$ cat src/rtl/fetch_unit.sv
// rtl/fetch_unit.sv - rv32i instruction-fetch front end with credit-limited requests and in-order queue
module fetch_unit #(
    parameter logic [31:0] RESET_PC_VALUE = 32'h0000_0000,
    parameter int          DEPTH          = 4
) (
    input  logic        clk,
    input  logic        reset,
    output logic [31:0] op_inst_addr,
    output logic        op_inst_req,
    input  logic        ip_inst_valid,
    input  logic [31:0] ip_inst_from_imem,
    input  logic        ip_redirect,
    input  logic [31:0] ip_redirect_pc,
    output logic        op_fetch_valid,
    output logic [31:0] op_fetch_inst,
    output logic [31:0] op_fetch_pc,
    input  logic        ip_fetch_ready
);
    localparam int PW = $clog2(DEPTH);
    localparam int CW = PW + 1;

    logic [31:0]   fetch_pc_q, fetch_pc_d;
    logic [31:0]   resp_pc_q, resp_pc_d;
    logic [CW-1:0] inflight_q, inflight_d;
    logic [CW-1:0] discard_q, discard_d;
    logic [CW-1:0] count_q, count_d;
    logic [PW-1:0] wr_ptr_q, wr_ptr_d;
    logic [PW-1:0] rd_ptr_q, rd_ptr_d;
    logic [31:0]   pc_mem   [DEPTH];
    logic [31:0]   inst_mem [DEPTH];

    logic [CW:0]   credits_used;
    logic          req, drop, push, pop;
    logic [31:0]   target_pc;

    always_comb begin
        credits_used = {1'b0, inflight_q} + {1'b0, count_q};
        // Every queue slot is reserved at issue time, so a response can always be pushed.
        req       = !reset && !ip_redirect && (credits_used < (CW+1)'(DEPTH));
        drop      = ip_inst_valid && ((discard_q != '0) || ip_redirect);
        push      = ip_inst_valid && !drop;
        pop       = (count_q != '0) && ip_fetch_ready && !ip_redirect;
        target_pc = {ip_redirect_pc[31:2], 2'b00};

        fetch_pc_d = req  ? fetch_pc_q + 32'd4 : fetch_pc_q;
        resp_pc_d  = push ? resp_pc_q + 32'd4  : resp_pc_q;
        inflight_d = inflight_q + CW'(req) - CW'(ip_inst_valid);
        discard_d  = discard_q - CW'(ip_inst_valid && (discard_q != '0));
        count_d    = count_q + CW'(push) - CW'(pop);
        wr_ptr_d   = wr_ptr_q + PW'(push);
        rd_ptr_d   = rd_ptr_q + PW'(pop);

        if (ip_redirect) begin
            // Everything still in flight belongs to the old path.
            fetch_pc_d = target_pc;
            resp_pc_d  = target_pc;
            discard_d  = inflight_q - CW'(ip_inst_valid);
            count_d    = '0;
            wr_ptr_d   = '0;
            rd_ptr_d   = '0;
        end
    end

    always_ff @(posedge clk) begin
        if (reset) begin
            fetch_pc_q <= RESET_PC_VALUE;
            resp_pc_q  <= RESET_PC_VALUE;
            inflight_q <= '0;
            discard_q  <= '0;
            count_q    <= '0;
            wr_ptr_q   <= '0;
            rd_ptr_q   <= '0;
        end else begin
            fetch_pc_q <= fetch_pc_d;
            resp_pc_q  <= resp_pc_d;
            inflight_q <= inflight_d;
            discard_q  <= discard_d;
            count_q    <= count_d;
            wr_ptr_q   <= wr_ptr_d;
            rd_ptr_q   <= rd_ptr_d;
        end
    end

    always_ff @(posedge clk) begin
        if (push && !reset) begin
            pc_mem[wr_ptr_q]   <= resp_pc_q;
            inst_mem[wr_ptr_q] <= ip_inst_from_imem;
        end
    end

    assign op_inst_addr   = fetch_pc_q;
    assign op_inst_req    = req;
    assign op_fetch_valid = (count_q != '0);
    assign op_fetch_inst  = inst_mem[rd_ptr_q];
    assign op_fetch_pc    = pc_mem[rd_ptr_q];

endmodule

$ cat config.mk
export PLATFORM = sky130hd
export DESIGN_NAME = fetch_unit
export DESIGN_NICKNAME = d
export VERILOG_FILES = /design/src/rtl/fetch_unit.sv
export SDC_FILE = /design/constraint.sdc
export NUM_CORES = 1
export LEC_CHECK = 0
export ABC_CLOCK_PERIOD_IN_PS = 21300
export CELL_PAD_IN_SITES_DETAIL_PLACEMENT = 0
export CELL_PAD_IN_SITES_GLOBAL_PLACEMENT = 2
export CORE_MARGIN = 2
export CORE_UTILIZATION = 37
export CTS_CLUSTER_DIAMETER = 200
export DETAILED_ROUTE_END_ITERATION = 7
export GPL_TIMING_DRIVEN = 0
export PLACE_DENSITY_LB_ADDON = 0.12
export SYNTH_ARGS = -nofsm -noshare
export SYNTH_HDL_FRONTEND = slang
export SYNTH_SLANG_ARGS = --single-unit
$ cat constraint.sdc
create_clock -name clk -period 21.3 [get_ports clk]
set_clock_uncertainty 0.05 [all_clocks]
set_input_delay 3.195 -clock clk [delete_from_list [all_inputs] [get_ports clk]]
set_output_delay 3.195 -clock clk [all_outputs]
set_load 0.01 [all_outputs]
=== Word-level counts from Yosys, hierarchy flattened ===
Memory sizes are Yosys's and may differ from the RTL's. A register that Yosys moved wholly into a read port is not among the register bits.
Index checks and enable logic that the tools add are counted.

* Latch bits: 0
* Memory bits (writable): 256
* Memories kept: 2
* Memory bits (read-only): 0
* Word-level logic and storage cells: 49
* Flip-flop bits (word level): 77

{| class="wikitable"
|+ Memories
! name !! words !! bits a word !! read ports !! clocked after memory_dff !! wr ports !! RTL line !! source
|-
| inst_mem || 4 || 32 || 1 || 1 || 1 || 30 || <nowiki>logic [31:0] inst_mem [DEPTH];</nowiki>
|-
| pc_mem || 4 || 32 || 1 || 1 || 1 || 29 || <nowiki>logic [31:0] pc_mem [DEPTH];</nowiki>
|}

* $mul: 0
* Shift operators: 0
* Reduce and logical (&&, ||, !) cells: 17
* Add/sub/neg operators: 11
* Order comparisons: 1
* Equal/unequal tests: 0
* Divide/modulo/power cells: 0
* Bitwise operators: 0
* Mux-type cells: 9

{| class="wikitable"
|+ Operators by type and width
! kind !! number
|-
| $mux W32 || 4
|-
| $add A32 B3 Y32 const B || 2
|-
| $sub A3 B1 Y3 || 4
|-
| $logic_and A1 B1 Y1 || 8
|-
| $add A3 B1 Y3 || 2
|-
| $reduce_bool A3 Y1 || 2
|-
| $add A2 B1 Y2 || 2
|-
| $add A3 B3 Y4 || 1
|-
| $lt A4 B3 Y1 const B || 1
|-
| $mux W2 || 2
|-
| $reduce_bool A2 Y1 || 2
|-
| $logic_not A1 Y1 || 3
|-
| $mux W3 || 1
|-
| $mux W1 || 2
|-
| $reduce_or A2 Y1 || 1
|-
| $logic_or A1 B1 Y1 || 1
|}

=== Longest topological paths before layout ===
* Depth in word-level cells: 8
* Mapped depth: 10
* Gate-level depth less buffers: 8

=== Least setup slack after synthesis ===
Ideal clock, no wire load.

* Kind: input port to flip-flop
* Start point: in ip_inst_valid
* End point: mem inst_mem[0][0], enable pin
* Data required time: 20.615 ns
* Stages: 4
* Path slack: 10.717 ns
* Arrival time: 9.898 ns
* Path through: or4b_1 > buf_2 > buf_2 > nor4_1

* Cells in the longest elaborated chain, start to end: 6

{| class="wikitable"
|+ RTL lines
! item !! RTL line !! source
|-
| start: declaration || 10 || <nowiki>input logic ip_inst_valid,</nowiki>
|-
| $logic_and A1 B1 Y1 || 40 || <nowiki>drop = ip_inst_valid && ((discard_q != '0) || ip_redirect);</nowiki>
|-
| $logic_not A1 Y1 || 41 || <nowiki>push = ip_inst_valid && !drop;</nowiki>
|-
| $logic_and A1 B1 Y1 (*) || 41 ||
|-
| $logic_and A1 B1 Y1 (*) || 85 || <nowiki>if (push && !reset) begin</nowiki>
|-
| $mux W1 (*) || 85 ||
|-
| $mux W1 (not written as such) (*) || 87 || <nowiki>inst_mem[wr_ptr_q] <= ip_inst_from_imem;</nowiki>
|-
| end: declaration || 30 ||
|}

Every way passes the cells marked *; elsewhere a longest branch is shown, timed or not.

=== Final worst setup path ===
* Start point: in ip_redirect
* End point: out op_inst_req

* Cells in the longest elaborated chain, start to end: 3

{| class="wikitable"
|+ RTL lines
! item !! RTL line !! source
|-
| start: declaration || 12 || <nowiki>input logic ip_redirect,</nowiki>
|-
| $logic_not A1 Y1 || 39 || <nowiki>req = !reset && !ip_redirect && (credits_used < (CW+1)'(DEPTH));</nowiki>
|-
| $logic_and A1 B1 Y1 (2 in series) || 39 ||
|-
| end: declaration || 9 || <nowiki>output logic op_inst_req,</nowiki>
|}

Every way passes these cells.

==> metrics.txt <==
status=completed; synthesized area=0.01335 sq mm; worst path cell trace=clkdlybuf4s50_1 > or2_2 > clkbuf_1 > clkbuf_1 > nor3_1 > clkdlybuf4s50_1; RSZ-0062 raised after global routing=no; Critical Path Fanout Max=10; Hold Buf Count CTS=0; switching power total=328.1 uW; CP Launch Type=input pin; Final min period=8.994 ns; final setup violating endpoints=0; Netlist cell types=63; WL/cell=21.91 um; initial antenna violation count=0; Worst path top cell family by delay=buffers and inverters; first-pass GRT wire length=53510 um; layout cells sized above 1=0.1423; post-route ant nets=0; Slew HR=0.1372; largest net degree at the start of global routing=35; Fmax=111.2 MHz; Pre-Repair DR Iteration Count=5; Synth Flop Type=edfxtp_1; initial core utilization=0.3754; Hold WC Path Type=flop to flop; Cells after Synth=861; kind of critical path=input pin to primary output; TritonCTS Buffers=36; leakage power=0.005370 uW; FF+latch count, synth=321; I/O pin total=167; maxcap violations=0; clk_lat worst skew=0.51 ns; Die Span Y=194.0 um; clk buf depth=3; Antenna Cells=0; Cell Pwr Density=85.53 mW/mm^2; Async S/R FF share, synth=0; Avg Inst Size Synth=15.51 sq um; gr busiest metal=met2; Die ar.=0.03763 sq mm; DR iter-0 viols=468; setup bufs post-CTS=0; worst hold slack=0.4980 ns; Worst path slowest cell=clkdlybuf4s50_1; final wirelength=34280 um; # nets final=1160; met2 Use GR=0.2977; setup TNS=0 ns; GR Overflow Total=0; Worst-Margin Slew=1.291 ns; grt met3 use=0.03027; Crit path buffers/inverters=4; H-tree Lvls=2; sequential area share after synthesis=0.6671; worst reg2reg setup slack=17.88 ns; worst path required time=18.06 ns; I/O Buffers=160; Setup crit end kind=primary output; core footprint=0.03557 sq mm; Tcrit/Tclk final=0.4222; Seq pwr share=0.497; clk slew on worst S/H paths=0.06 ns; CTS tree=done; DR vias/cell=5.384; GR Util met1=0.2607; EDFF count, synth=248; Yosys warning count=0; die width=194.0 um; Worst EP arrival=5.75 ns; Internal Power=1117 uW; Row Count=69; combinational fraction of design power=0.086; Slew Limit Fails=0; clock power share=0.418; GRT Overall Usage=0.1837; DP HPWL=24010 um; switching share of power=0.2270; area added between synthesis and finish=26.56%; Worst path max stage delay=0.65 ns; vias in the first global route=8822; post_cts resized=0; clock root buffer=clkbuf_16; routed via count=8420; Peak VDD IR=0.05890 mV; CTS Sinks=321; Post-route DRC=0; Fin. Hold Viols=0; RePlAce Congestion=0.7867
flip-flops by register name (all words and copies together) (netlist names), 3 cells and up:
signal	cells
pc_mem	120
discard_q	3
inst_mem	128
count_q	3
inflight_q	3
resp_pc_q	30
op_inst_addr	30
synthesized netlist by cell type (15+ instances only):
| master | instances | area (sq um) |
|---|---|---|
| nor2_1 | 30 | 112.6 |
| dfxtp_1 | 73 | 1461 |
| nand2_1 | 33 | 123.9 |
| clkbuf_1 | 35 | 131.4 |
| nand3_1 | 24 | 120.1 |
| inv_1 | 15 | 56.30 |
| a21boi_0 | 17 | 127.6 |
| nand4_1 | 33 | 206.5 |
| a31oi_1 | 15 | 93.84 |
| o21ai_0 | 21 | 105.1 |
| edfxtp_1 | 248 | 7447 |
| mux4_2 | 62 | 1396 |
stage by stage:
| stage | total power (uW) | cells | setup slack (ns) | area (sq um) | utilization |
|---|---|---|---|---|---|
| global route | 1502 | 1564 | 12.17 | 16900 | 0.4752 |
| floorplan | 787.7 | 864 | 10.72 | 13370 | - |
| finish | 1446 | 1564 | 12.31 | 16900 | 0.4752 |
| CTS | 1462 | 1564 | 12.31 | 16900 | 0.4752 |
| detailed placement | 855.5 | 1500 | 12.32 | 15750 | 0.4429 |
| global placement | 855.2 | 1485 | 4.822 | 15540 | 0.4370 |
cells in the final DEF (no fill, tap or decap), types with 10 or more instances in the layout:
master / count
xor2_1: 13
o31ai_1: 13
inv_1: 15
o21a_1: 14
edfxtp_1: 248
nor3_1: 12
a21boi_0: 17
nand3_1: 24
clkbuf_1: 43
nor2_1: 28
and2_1: 13
nor4_1: 11
xnor2_1: 14
dfxtp_1: 73
and4_1: 10
a31oi_1: 15
o21ai_0: 21
nand2_1: 33
mux4_2: 62
ha_1: 12
and3_1: 10
clkdlybuf4s50_1: 160
nand4_1: 33
or4_1: 14
clkbuf_16: 37
buf_4: 14
kinds of logic (layout without fill, tap and decap cells):
logic type                 count (synthesis)  after routing  synth area share
muxes                                     63             63            0.1053
adders and majority gates                 14             14           0.01424
DFF                                      321            321            0.6671
xor gates and xnor gates                  27             27           0.01771
buffers and inverters                     66            305           0.02043
and+or+nand+nor                          238            238            0.1052
AOI/OAI and AO/OA                        131            131           0.06971
other                                      1              4         0.0002808
path summary, 6_finish.rpt:
path / from / end / cells past startpoint
setup / recovery: ip_redirect / op_inst_req / 6
hold / removal: resp_pc_q[31] / pc_mem[2][31] / 0
setup reg to reg: discard_q[1] / inst_mem[0][28] / 8
hold reg to reg: resp_pc_q[31] / pc_mem[2][31] / 0
cell type report:
type | count | area, sq um
fillers | 3190 | 18670
flip-flops and latches | 321 | 8909
multi-input cells | 477 | 4210
repair buffers | 175 | 1784
clock buffers | 48 | 991.0
well taps | 461 | 576.8
plain buffers | 50 | 212.7
clock inverters | 16 | 157.7
inverters | 16 | 60.06
power by group through the flow:
stage	Clock [uW]	Sequential [uW]	Combinational [uW]
finish	604	718	124
global route	644	721	137
CTS	618	718	126
detailed placement	0	731	125
global placement	0	733	122
floorplan	0	726	62.0
layer usage:
| layer | wire length (um) | share of wire | up-vias |
|---|---|---|---|
| li1 | - | - | 3912 |
| met1 | 15880 | 0.46 | 4237 |
| met2 | 16100 | 0.47 | 231 |
| met3 | 1733 | 0.051 | 40 |
| met4 | 565 | 0.016 | 0 |
| met5 | 0 | 0 | - |
Power figures use the tool's default switching activity.
